$ cat src/rtl/lstm_pkg.sv
// Shared Q8.8 types, saturation limits and the gate MAC state encoding.
// Imported by the gate pre-activation MAC and the cell-state update stage.
package lstm_pkg;

  localparam int Q_FRAC_BITS = 8;

  typedef logic signed [15:0] q88_t;

  localparam q88_t Q_MAX = 16'sh7FFF;
  localparam q88_t Q_MIN = 16'sh8000;

  typedef enum logic [1:0] {
    ST_IDLE  = 2'd0,
    ST_ACC   = 2'd1,
    ST_ROUND = 2'd2
  } gate_mac_state_t;

endpackage

$ cat src/rtl/sat_round.sv
// Round-half-up, arithmetic right shift by FRAC_BITS and saturation to Q8.8.
// Purely combinational; no handshake.
module sat_round
  import lstm_pkg::*;
#(
  parameter int IN_WIDTH  = 40,
  parameter int FRAC_BITS = Q_FRAC_BITS
) (
  input  logic signed [IN_WIDTH-1:0] din,
  output q88_t                       dout
);

  // One guard bit so adding the half-LSB can never wrap a near-max input.
  localparam logic signed [IN_WIDTH:0] HALF    = (IN_WIDTH+1)'(1) <<< (FRAC_BITS-1);
  localparam logic signed [IN_WIDTH:0] MAX_EXT = (IN_WIDTH+1)'(Q_MAX);
  localparam logic signed [IN_WIDTH:0] MIN_EXT = (IN_WIDTH+1)'(Q_MIN);

  logic signed [IN_WIDTH:0] sum;
  logic signed [IN_WIDTH:0] shifted;

  always_comb begin
    sum     = (IN_WIDTH+1)'(din) + HALF;
    shifted = sum >>> FRAC_BITS;
    if (shifted > MAX_EXT) begin
      dout = Q_MAX;
    end else if (shifted < MIN_EXT) begin
      dout = Q_MIN;
    end else begin
      dout = shifted[15:0];
    end
  end

endmodule

$ cat src/rtl/gate_preact_mac.sv
// LSTM gate pre-activation z = bias + sum(w*x) in Q8.8, one pair per cycle.
// y_valid pulses 2 cycles after the last accepted beat; input stalls via in_ready, no output backpressure.
module gate_preact_mac
  import lstm_pkg::*;
#(
  parameter int N_INPUTS  = 16,
  parameter int FRAC_BITS = Q_FRAC_BITS,
  parameter int ACC_WIDTH = 40
) (
  input  logic               clk,
  input  logic               rst,
  input  logic               start,
  input  logic signed [15:0] bias,
  input  logic signed [15:0] x_in,
  input  logic signed [15:0] w_in,
  input  logic               in_valid,
  output logic               in_ready,
  output logic               busy,
  output logic signed [15:0] y,
  output logic               y_valid
);

  localparam int               CNT_W = (N_INPUTS > 1) ? $clog2(N_INPUTS) : 1;
  localparam logic [CNT_W-1:0] LAST  = CNT_W'(N_INPUTS - 1);

  gate_mac_state_t state, state_n;

  logic signed [ACC_WIDTH-1:0] acc;
  logic        [CNT_W-1:0]     cnt;
  logic signed [31:0]          prod;
  logic signed [ACC_WIDTH-1:0] prod_ext;
  logic signed [ACC_WIDTH-1:0] bias_ext;
  logic                        beat;
  q88_t                        r_sat;

  // Bias is pre-aligned to the Q16.16 grid of the products.
  assign prod     = 32'(x_in) * 32'(w_in);
  assign prod_ext = ACC_WIDTH'(prod);
  assign bias_ext = ACC_WIDTH'(bias) <<< FRAC_BITS;

  always_ff @(posedge clk or posedge rst) begin
    if (rst) begin
      state <= ST_IDLE;
    end else begin
      state <= state_n;
    end
  end

  always_comb begin
    state_n  = state;
    in_ready = 1'b0;
    beat     = 1'b0;
    busy     = (state != ST_IDLE);
    case (state)
      ST_IDLE: begin
        if (start) begin
          state_n = ST_ACC;
        end
      end
      ST_ACC: begin
        in_ready = 1'b1;
        beat     = in_valid;
        if (in_valid && (cnt == LAST)) begin
          state_n = ST_ROUND;
        end
      end
      ST_ROUND: begin
        state_n = ST_IDLE;
      end
      default: begin
        state_n = ST_IDLE;
      end
    endcase
  end

  always_ff @(posedge clk or posedge rst) begin
    if (rst) begin
      acc     <= '0;
      cnt     <= '0;
      y       <= '0;
      y_valid <= 1'b0;
    end else begin
      y_valid <= 1'b0;
      case (state)
        ST_IDLE: begin
          if (start) begin
            acc <= bias_ext;
            cnt <= '0;
          end
        end
        ST_ACC: begin
          if (beat) begin
            acc <= acc + prod_ext;
            cnt <= cnt + CNT_W'(1);
          end
        end
        ST_ROUND: begin
          // y is only rewritten here, so it stays put for the lookup's ROM read.
          y       <= r_sat;
          y_valid <= 1'b1;
        end
        default: ;
      endcase
    end
  end

  sat_round #(
    .IN_WIDTH  (ACC_WIDTH),
    .FRAC_BITS (FRAC_BITS)
  ) u_sat_round (
    .din  (acc),
    .dout (r_sat)
  );

endmodule

$ cat config.mk
export PLATFORM = sky130hd
export DESIGN_NAME = gate_preact_mac
export DESIGN_NICKNAME = d
export VERILOG_FILES = /design/src/rtl/lstm_pkg.sv /design/src/rtl/sat_round.sv /design/src/rtl/gate_preact_mac.sv
export SDC_FILE = /design/constraint.sdc
export NUM_CORES = 1
export LEC_CHECK = 0
export CAP_MARGIN = 20
export CORE_MARGIN = 2
export CORE_UTILIZATION = 50
export CTS_CLUSTER_DIAMETER = 150
export DETAILED_ROUTE_END_ITERATION = 12
export PLACE_DENSITY_LB_ADDON = 0.05
export RECOVER_POWER = 100
export SYNTH_ARGS = -nofsm -noshare
export SYNTH_HDL_FRONTEND = slang
export SYNTH_SLANG_ARGS = --single-unit
$ cat constraint.sdc
create_clock -name clk -period 11.8 [get_ports clk]
set_input_delay 2.36 -clock clk [delete_from_list [all_inputs] [get_ports clk]]
set_output_delay 2.36 -clock clk [all_outputs]
set_load 0.02 [all_outputs]
==> metrics.md <==
| Metric | Value |
|---|---|
| RSZ-0062 raised after global routing | `false` |
| Critical path endpoint category | `register` |
| Fin. Hold Viols | `0` |
| Layout cells sized above 1 | `3.11%` |
| Hold Path Class | `reg -> reg` |
| Top FF cell, synth | `dfrtp_1` |
| Final Skew | `6.46 ps` |
| Syn Inst Count | `1701` |
| #FFs+latches synth | `63` |
| Slew at the pin closest to its max-slew limit | `3490 ps` |
| Hold_buf cts | `0` |
| Setup CP Type | `in -> reg` |
| Most frequent cells in the layout | `inv_1 (410), fa_1 (329), nand2_1 (184)` |
| Clock sink count | `63` |
| Routed WL | `36700 µm` |
| Hold depth | `1` |
| Worst-Skew Late Latency | `340 ps` |
| Post-DP HPWL | `30800 µm` |
| Die X | `181 µm` |
| Ant diodes | `0` |
| Area of the mapped netlist | `15600 µm²` |
| GRT Total Usage | `24.5%` |
| Max Root-Sink Buffers | `2` |
| Fin cells | `2131` |
| DP Area | `16600 µm²` |
| Placed cell count | `2115` |
| Routed length per instance | `17.2 µm` |
| Sequential element share of the synthesized area | `10.1%` |
| Vias in the first global route | `12.7k` |
| Core ar. | `30700 µm²` |
| IO Count | `71` |
| Final max-slew violation count | `111` |
| First-pass GRT wire length | `64000 µm` |
| Remaining Overflow, GRT | `0` |
| Crit. Startpoint | `w_in[5]` |
| Most common cell after layout, fill and taps aside | `inv_1` |
| YS warnings | `0` |
| # nets final | `2229` |
| Finish-stage setup viols | `0` |
| Initial Util | `51.0%` |
| Ys async rst share | `100%` |
| CTS H-Tree Depth | `3` |
| Fmax | `105 MHz` |
| Setup Fix Bufs, Post-CTS | `0` |
| Syn_nets | `2200` |
| Post-route ant nets | `0` |
| Starting DRT DRC Count | `548` |
| Worst Reg-to-Reg Cells | `19` |
| Worst r2r src | `acc[15]` |
| DIE AREA | `32700 µm²` |
| WP data arrival | `9760 ps` |
| # DRC | `0` |
| Critical hold path startpoint | `acc[1]` |
| CTS root buf | `clkbuf_16` |
| First-pass DRT Iterations | `5` |
| Part of the cycle the worst path needs | `80.4%` |
| TritonCTS clock tree | `done` |
| Sum of negative setup slack | `0 ps` |
| Die H | `181 µm` |
| Worst reg-to-reg setup slack | `5830 ps` |
| Reg-to-reg endpoint | `acc[36]` |
| WHS Endpoint | `acc[1]` |
| Vias per cell | `5.26` |
| Core Rows | `64` |
| # port buffers | `70` |
| CP Launch Type | `input pin` |
| Layout Area Growth over Synthesis | `7.64%` |
| Number of synthesized flops with an enable pin | `0` |
| Initial antenna violation count | `0` |
| Largest net degree at the start of global routing | `64` |
| Total CTS buffers | `9` |
| Min cycle time layout | `9490 ps` |
| Distinct cell type count after synthesis | `71` |
| Total of max-cap violations | `3` |
| CTS resizes | `0` |
| Failing checks | `max-capacitance violations, max-slew violations` |
| Routability congestion estimate | `0.859` |
| Syn avg cell area | `9.19 µm²` |
| Clk slew on worst S/H paths | `60 ps` |
| Max FO, Critical Path | `16` |
| Outcome | `finished with violations` |
| Relative slew slack | `-132%` |
| CP required | `12070 ps` |
| Fin area | `16800 µm²` |
| Vias | `11.2k` |
==> synthesized netlist by cell type, types with 9 or more instances <==
cell / number / share of area, %
inv_1: 411 / 9.9
fa_1: 330 / 42
nand2_1: 184 / 4.4
and2_1: 118 / 4.7
ha_1: 117 / 9.4
dfrtp_1: 63 / 10
nor2_1: 62 / 1.5
a21oi_1: 60 / 1.9
o21ai_0: 53 / 1.7
clkbuf_1: 45 / 1.1
xnor2_1: 34 / 1.9
xor2_1: 27 / 1.5
nand3_1: 14 / 0.45
nand4_1: 12 / 0.48
a21oi_2: 11 / 0.62
nand2_2: 10 / 0.40
a21o_1: 9 / 0.43
a31oi_1: 9 / 0.36
nor3_1: 9 / 0.29
==> registers in the layout (all words and copies together), names as in the netlist <==
register and count:
y 16, acc 40, y_valid 1, cnt 4
state 2
==> logic make-up after synthesis <==
group	after synthesis	share of synthesized area, %
compound gates	200	8.08
xor+xnor	61	3.42
fa+ha+maj	447	51.6
buf+inv	468	11.7
flops	63	10.1
mux	7	0.464
simple gates	455	14.6
==> cell type report <==
cell class | count | area [µm²]
well taps | 396 | 495
inverters | 412 | 1550
clock buffers | 9 | 225
repair buffers | 74 | 719
flip-flops and latches | 63 | 1580
multi-input cells | 1170 | 12200
clock inverters | 7 | 73.8
fillers | 2869 | 13800
==> routing by layer <==
| layer | vias up | share of wire, % | GRT usage (%) |
|---|---|---|---|
| met2 | 155 | 56 | 47.3 |
| li1 | 5198 | - | - |
| met1 | 5802 | 40 | 29.1 |
| met3 | 59 | 2.0 | 2.24 |
| met5 | - | 0 | 0 |
| met4 | 0 | 2.4 | 5.77 |
==> critical path, stage by stage <==
cell and delay (ps):
dlygate4sd3_1 1010, nand2_1 250, fa_1 630, inv_1 80, fa_1 480, inv_1 420, fa_1 640, fa_1 570
inv_1 50, fa_1 530, inv_1 50, fa_1 530, inv_1 40, ha_1 390, nand2_1 70, o21ai_0 250
nand2b_1 150, nand2_1 50, o31ai_1 370, a21o_1 240, nand3_1 90, o41ai_1 360, a41o_1 140
==> metrics by stage <==
stage          setup slack [ps]  util [%]  hold slack (ps)
4_1_cts                    2380      55.1              516
5_1_grt                    1840      54.9              532
3_3_place_gp               2220      54.1              500
3_5_place_dp               2080      54.1              503
6_report                   2310      54.9              511
2_1_floorplan              3440         -              456
==> how the worst max path moves through the flow <==
| stage | to | slack (ps) | cells past startpoint |
|---|---|---|---|
| after detailed placement | acc[39] | 2080 | 23 |
| after global routing | acc[39] | 1840 | 23 |
| after CTS | acc[39] | 2380 | 23 |
| after floorplan | acc[39] | 3440 | 23 |
| final | acc[39] | 2310 | 23 |
| after global placement | acc[38] | 2220 | 23 |
Power is left out: the tool's default activity adds up to more than one toggle a clock period on the data nets, which glitch-free logic cannot reach.
